`src/rtl/fifo_param.sv`:
```
// Parametrised single-clock FIFO with selectable read mode, registered status flags,
// occupancy count and sticky overflow/underflow indicators.
module fifo_param #(
  parameter int unsigned DATA_WIDTH    = 32,
  parameter int unsigned DEPTH_LOG2    = 4,
  parameter int unsigned LOOKAHEAD     = 0,
  parameter int unsigned AFULL_THRESH  = (1 << DEPTH_LOG2) - 2,
  parameter int unsigned AEMPTY_THRESH = 2
) (
  input  logic                  clk,
  input  logic                  rst_n,
  input  logic                  wr,
  input  logic [DATA_WIDTH-1:0] din,
  output logic                  full,
  output logic                  almost_full,
  input  logic                  rd,
  output logic [DATA_WIDTH-1:0] dout,
  output logic                  empty,
  output logic                  almost_empty,
  output logic [DEPTH_LOG2:0]   count,
  output logic                  overflow,
  output logic                  underflow
);

  localparam int unsigned Depth = 1 << DEPTH_LOG2;
  localparam int unsigned Cw    = DEPTH_LOG2 + 1;
  localparam logic [Cw-1:0] One = Cw'(1);

  logic [DATA_WIDTH-1:0] mem_q [Depth];

  logic [Cw-1:0]         wr_ptr_q, wr_ptr_d;
  logic [Cw-1:0]         rd_ptr_q, rd_ptr_d;
  logic [Cw-1:0]         count_q, count_d;
  logic                  full_q, full_d;
  logic                  empty_q, empty_d;
  logic                  afull_q, afull_d;
  logic                  aempty_q, aempty_d;
  logic                  ovf_q, ovf_d;
  logic                  udf_q, udf_d;
  logic [DATA_WIDTH-1:0] dout_q, dout_d;
  logic [DATA_WIDTH-1:0] rd_data;
  logic                  wr_en, rd_en;

  assign rd_data = mem_q[rd_ptr_q[DEPTH_LOG2-1:0]];

  always_comb begin
    // Acceptance is judged on the registered flags, so wr/rd never reach a flag combinationally.
    wr_en    = wr && !full_q;
    rd_en    = rd && !empty_q;
    wr_ptr_d = wr_ptr_q;
    rd_ptr_d = rd_ptr_q;
    count_d  = count_q;
    if (wr_en) wr_ptr_d = wr_ptr_q + One;
    if (rd_en) rd_ptr_d = rd_ptr_q + One;
    if (wr_en && !rd_en) begin
      count_d = count_q + One;
    end else if (rd_en && !wr_en) begin
      count_d = count_q - One;
    end
    full_d   = (wr_ptr_d[DEPTH_LOG2-1:0] == rd_ptr_d[DEPTH_LOG2-1:0]) &&
               (wr_ptr_d[DEPTH_LOG2] != rd_ptr_d[DEPTH_LOG2]);
    empty_d  = (wr_ptr_d == rd_ptr_d);
    afull_d  = 32'(count_d) >= AFULL_THRESH;
    aempty_d = 32'(count_d) <= AEMPTY_THRESH;
    ovf_d    = ovf_q | (wr & full_q);
    udf_d    = udf_q | (rd & empty_q);
    dout_d   = dout_q;
    if ((LOOKAHEAD == 0) && rd_en) dout_d = rd_data;
  end

  always_ff @(posedge clk) begin
    if (!rst_n) begin
      wr_ptr_q <= '0;
      rd_ptr_q <= '0;
      count_q  <= '0;
      full_q   <= 1'b0;
      empty_q  <= 1'b1;
      afull_q  <= (AFULL_THRESH == 0);
      aempty_q <= 1'b1;
      ovf_q    <= 1'b0;
      udf_q    <= 1'b0;
      dout_q   <= '0;
    end else begin
      wr_ptr_q <= wr_ptr_d;
      rd_ptr_q <= rd_ptr_d;
      count_q  <= count_d;
      full_q   <= full_d;
      empty_q  <= empty_d;
      afull_q  <= afull_d;
      aempty_q <= aempty_d;
      ovf_q    <= ovf_d;
      udf_q    <= udf_d;
      dout_q   <= dout_d;
    end
  end

  // Writes are blocked during reset so nothing lands in storage while rst_n is low.
  always_ff @(posedge clk) begin
    if (rst_n && wr_en) mem_q[wr_ptr_q[DEPTH_LOG2-1:0]] <= din;
  end

  assign dout         = (LOOKAHEAD != 0) ? (empty_q ? '0 : rd_data) : dout_q;
  assign full         = full_q;
  assign empty        = empty_q;
  assign almost_full  = afull_q;
  assign almost_empty = aempty_q;
  assign count        = count_q;
  assign overflow     = ovf_q;
  assign underflow    = udf_q;

endmodule

```
`config.mk`:
```
export PLATFORM = sky130hd
export DESIGN_NAME = fifo_param
export DESIGN_NICKNAME = d
export VERILOG_FILES = /design/src/rtl/fifo_param.sv
export SDC_FILE = /design/constraint.sdc
export NUM_CORES = 1
export LEC_CHECK = 0
export CAP_MARGIN = 20
export CORE_MARGIN = 5
export CORE_UTILIZATION = 60
export DETAILED_ROUTE_END_ITERATION = 8
export GPL_TIMING_DRIVEN = 1
export HOLD_SLACK_MARGIN = 0.03
export PLACE_DENSITY = 0.89
export RECOVER_POWER = 100
export SYNTH_ARGS = -nofsm -noshare
export SYNTH_HDL_FRONTEND = slang
export SYNTH_SLANG_ARGS = --single-unit
```
`constraint.sdc`:
```
create_clock -name clk -period 4.3 [get_ports clk]
set_clock_uncertainty 0.15 [all_clocks]
set_input_delay 0.86 -clock clk [delete_from_list [all_inputs] [get_ports clk]]
set_output_delay 0.86 -clock clk [all_outputs]
set_load 0.02 [all_outputs]
```
[Word-level counts from Yosys, hierarchy flattened]
Memory sizes are Yosys's and may differ from the RTL's. A register that Yosys moved wholly into a read port is not among the register bits.
Cells that the tools add are included.
Word-level totals
  output and inout bits: 43
  bits in writable memories: 512
  bits in registers: 21
  input bits: 36
  memories: 1
  logic and storage cells: 40
Memories
  mem_q: depth 16, bits a word 32, rd ports 1, clocked after Yosys merged registers in 1, write ports 1, line 29  | logic [DATA_WIDTH-1:0] mem_q [Depth];
Cells by class
  bitwise operators: 4
  mux-type cells: 6
  equality and inequality tests: 3
  magnitude comparators: 2
  add/subtract/negate cells: 4
  reduce and logical (&&, ||, !) cells: 11
Operators with widths (count)
  5-bit two-way mux: 4
  5-bit by 1-bit adder with 5-bit output (second input constant): 3
  1-bit logical AND: 6
  5-bit equality test: 1
  5-bit by 4-bit >= comparator with 1-bit output (second input constant): 1
  5-bit by 2-bit less-or-equal comparator with 1-bit output (second input constant): 1
  1-bit logical NOT: 5
  5-bit by 1-bit subtractor with 5-bit output (second input constant): 1
  4-bit equality test: 1
  1-bit AND: 2
  1-bit two-way mux: 2
  1-bit OR: 2
  1-bit inequality test: 1

[Depth between registers and ports, before layout]
  depth in word-level cells: 7
  depth in mapped cells: 7
  mapped depth without buffers: 6

[Worst setup path after synthesis]
OpenSTA, ideal clock, no wires.
  path kind: input -> register
  start point: input port rst_n
  end point: memory mem_q[0][0], enable pin
  path slack: 0.758 ns
  stages: 4
  arrival: 2.971 ns
  required time: 3.729 ns
  setup time: 0.421 ns
  buffers on the path: 1
  cells stage by stage: buf_2 clkinv_1 or3_1 nor2_1
Between the ends
  cells in the longest elaborated chain, start to end: 3
RTL lines
  start, declared: line 11  | input logic rst_n,
  1-bit logical AND: line 99  | if (rst_n && wr_en) mem_q[wr_ptr_q[DEPTH_LOG2-1:0]] <= din;
  1-bit two-way mux: line 99
  1-bit two-way mux (implied by the code): line 99
  end, declared: line 29
Every way passes these cells.

[Worst setup path in the final report]
  start point: input port rst_n
  end point: memory mem_q[11][10], enable pin
The elaborated chain is that of the path after synthesis.

==> out/results.md <==
• **status** finished with violations
• **violated checks** max-capacitance violations
• **PwrDens** 477 mW/mm^2
• **clk slew on worst S/H paths** 0.06 ns
• **reg2reg start** rd_ptr_q[0]
• **horizontal extent of the die** 199 um
• **Reg power frac** 52.3%
• **cell depth of the worst min-delay path** 2
• **post-synth net total** 1037
• **gate count after technology mapping** 994
• **data required time of the critical path** 4.39 ns
• **TritonCTS clock tree** built
• **post-route standard cell area excluding fillers** 0.0246 mm^2
• **unrepaired setup endpoints after global routing** no
• **largest net degree at the start of global routing** 51
• **combinational fraction of design power** 7.7%
• **count of distinct cell types in the synthesized netlist** 43
• **net switching power** 2.50 mW
• **I/O pins** 79
• **count of cells along the worst register-to-register path** 5
• **number of placement rows** 69
• **total negative setup slack** 0 ns
• **share of the clock period used by the worst path after layout** 82.1%
• **number of synthesized flops with an enable pin** 512
• **post-synthesis register bit count** 565
• **port buffer count** 78
• **1st-iter DRT viols** 1160
• **HPWL after DPL** 26900 um
• **Mapped Avg Cell Area** 21.5 um^2
• **category of the most critical setup path** input pin to register
• **sw frac** 21.3%
• **worst-case clock buffer depth** 3
• **fraction of layout instances using a drive strength above 1** 23.3%
• **worst relative slew slack** 0.801%
• **post-cts resize count** 0
• **Post-synth ARST share** 0%
• **path category of the worst min-delay check** register to register
• **routed wire length per instance** 29.9 um
• **synth top area cells** sky130_fd_sc_hd__edfxtp_1 72%, sky130_fd_sc_hd__mux4_2 13%, sky130_fd_sc_hd__dfxtp_1 5.0%
• **Max rail drop VDD** 0.000401 V
• **worst hold endpoint** dout[25]
• **number of buffers added for setup after CTS** 0
• **slew at the pin closest to its max-slew limit** 1.49 ns
• **Starting Density** 60.5%
• **number of antenna violations at the first check in global routing** 0
• **GRT overflow** 0
• **number of buffers added by the clock tree synthesis step** 53
• **shortest clock period the worst path allows after layout** 3.53 ns
• **clock root buffer** sky130_fd_sc_hd__clkbuf_16
• **most frequent cell after synthesis** sky130_fd_sc_hd__edfxtp_1
• **timing-limited maximum frequency** 0.283 GHz
• **maxcap violations** 1
• **cell leakage power** 7.77 nW
• **Int Pwr** 9.23 mW
• **core area** 0.0354 mm^2
• **antenna cell count** 0
• **total routing resource utilization after global routing** 24.9%
• **number of remaining DRC errors** 0
• **Max FO, Critical Path** 24
• **drt first pass iters** 5
• **global-route wire length before repair** 72600 um
• **antenna-violating nets left** 0
• **maximum level of the CTS H-tree** 2
• **number of nets in the layout** 1153
• **cts-stage hold buffer count** 0
• **fill count** 2011
• **count of final setup violators** 0
• **reg2reg end** dout[17]
• **Die Ht** 199 um
• **Worst setup SP type** input pin
• **sequential area share after synthesis** 76.8%
• **wirelength, routed** 48300 um
• **vias in the first global route** 11300
• **most instantiated flip-flop cell in the synthesis netlist** sky130_fd_sc_hd__edfxtp_1
• **Yosys top cell area share** 71.8%
• **Sequential cell area** 0.0164 mm^2
• **Fin. Hold Viols** 0
• **netlist area before placement** 0.0214 mm^2
• **arrival time reported for the critical path endpoint** 3.62 ns
• **area added between synthesis and finish** 15.1%
• **clock sink count** 565
• **most instantiated cells after synthesis** 512 x sky130_fd_sc_hd__edfxtp_1, 119 x sky130_fd_sc_hd__mux4_2, 53 x sky130_fd_sc_hd__dfxtp_1
• **routability-driven placement congestion ratio** 0.799
• **Clock Latency Late Sink** 0.57 ns
• **number of synthesis warnings** 0
• **area occupied by multi-input gates** 0.00470 mm^2
• **routed via count** 10600
• **HP Start** dout[25]
• **capturing element type of the critical path** register
• **library cell with the largest summed area after synthesis** sky130_fd_sc_hd__edfxtp_1
• **die area** 0.0395 mm^2
• **standard cell area after detailed placement** 0.0230 mm^2
• **average vias per placed instance** 6.56
• **clock network fraction of design power** 40.0%
• **number of max-slew violations in the final report** 0
• **Register-to-Register Setup Slack** 0.92 ns
==> power groups by stage <==
stage / Combinational (mW) / Clock, mW / Sequential, mW
5_1_grt: 0.969 / 5.00 / 6.14
6_report: 0.908 / 4.70 / 6.13
3_3_place_gp: 0.905 / 0 / 6.25
2_1_floorplan: 0.608 / 0 / 6.26
3_5_place_dp: 0.932 / 0 / 6.25
4_1_cts: 0.949 / 4.74 / 6.14
==> critical path, stage by stage <==
cell and delay, ns:
sky130_fd_sc_hd__dlygate4sd3_1 0.77, sky130_fd_sc_hd__nand3b_1 0.42, sky130_fd_sc_hd__nor2_2 1.24, sky130_fd_sc_hd__clkbuf_1 0.30
==> cells in the final DEF (no fill, tap or decap), types with 4 or more instances in the layout <==
cell	netlist	final
sky130_fd_sc_hd__clkbuf_8	0	12
sky130_fd_sc_hd__buf_4	5	13
sky130_fd_sc_hd__clkbuf_2	0	8
sky130_fd_sc_hd__dlygate4sd3_1	0	76
sky130_fd_sc_hd__buf_12	4	9
sky130_fd_sc_hd__xnor2_1	5	5
sky130_fd_sc_hd__o21ai_1	32	12
sky130_fd_sc_hd__o21ai_0	0	20
sky130_fd_sc_hd__dfxtp_1	53	51
sky130_fd_sc_hd__nand3b_1	4	4
sky130_fd_sc_hd__a21oi_1	5	5
sky130_fd_sc_hd__inv_1	4	4
sky130_fd_sc_hd__mux4_1	9	9
sky130_fd_sc_hd__clkbuf_1	21	23
sky130_fd_sc_hd__mux4_2	119	119
sky130_fd_sc_hd__a221oi_2	23	20
sky130_fd_sc_hd__nor2_4	0	11
sky130_fd_sc_hd__nand3_1	8	8
sky130_fd_sc_hd__ha_1	7	7
sky130_fd_sc_hd__clkbuf_16	0	55
sky130_fd_sc_hd__nor2_1	33	19
sky130_fd_sc_hd__nand2_1	41	41
sky130_fd_sc_hd__nor3_1	4	4
sky130_fd_sc_hd__a221oi_1	9	12
sky130_fd_sc_hd__xor2_1	10	10
sky130_fd_sc_hd__edfxtp_1	512	512
sky130_fd_sc_hd__a22o_1	32	32
sky130_fd_sc_hd__clkinv_2	0	8
==> final cells by class <==
type | instances | area share (%)
Clock buffer | 84 | 6.52
Tap cell | 461 | 2.34
Timing Repair Buffer | 114 | 4.55
Clock inverter | 16 | 0.661
Multi-Input combinational cell | 371 | 19.1
Inverter | 5 | 0.0762
Sequential cell | 565 | 66.8
==> layer usage <==
layer | wire length (um) | vias to the layer above | global-route usage [%]
met2 | 26300 | 620 | 44.6
met1 | 17300 | 5524 | 32.9
met5 | 0 | - | 0
met4 | 915 | 0 | 5.85
li1 | - | 4390 | -
met3 | 3770 | 72 | 3.76
==> flip-flops by register name, summed over array words and instances (netlist names) <==
name	cells
almost_empty	1
almost_full	1
count	5
dout	32
empty	1
full	1
mem_q	512
overflow	1
rd_ptr_q	5
underflow	1
wr_ptr_q	5
==> through the flow <==
step	hold slack [ns]	cells	total power [mW]	setup WS, ns	utilization (%)
floorplan	0.335	994	6.87	0.758	-
global placement	0.285	1516	7.15	0.905	64.9
detailed placement	0.294	1516	7.18	0.789	64.9
CTS	0.302	1616	11.8	1.37	69.9
global route	0.317	1616	12.1	0.629	69.6
finish	0.292	1616	11.7	0.770	69.6
==> worst max path at each step <==
| stage | from | endpoint | slack, ns | cells past startpoint |
|---|---|---|---|---|
| 2_1_floorplan | rst_n | mem_q[0][0] | 0.76 | 4 |
| 3_3_place_gp | rst_n | mem_q[11][10] | 0.91 | 4 |
| 3_5_place_dp | rst_n | mem_q[11][2] | 0.79 | 4 |
| 4_1_cts | rst_n | mem_q[11][6] | 1.37 | 4 |
| 5_1_grt | rd_ptr_q[0] | dout[17] | 0.63 | 5 |
| 6_report | rst_n | mem_q[11][10] | 0.77 | 4 |
==> cell families after synthesis <==
family                   Yosys count  share of synthesized area (%)
AO/OA/AOI/OAI                    109                           4.44
XOR/XNOR                          15                          0.614
adder cells (fa/ha/maj)            9                          0.503
buffers and inverters             58                           1.65
flip-flops                       565                           76.8
multiplexers                     131                           13.8
AND/OR/NAND/NOR                  107                           2.24
Note: power is estimated with default switching activity, not from simulation.
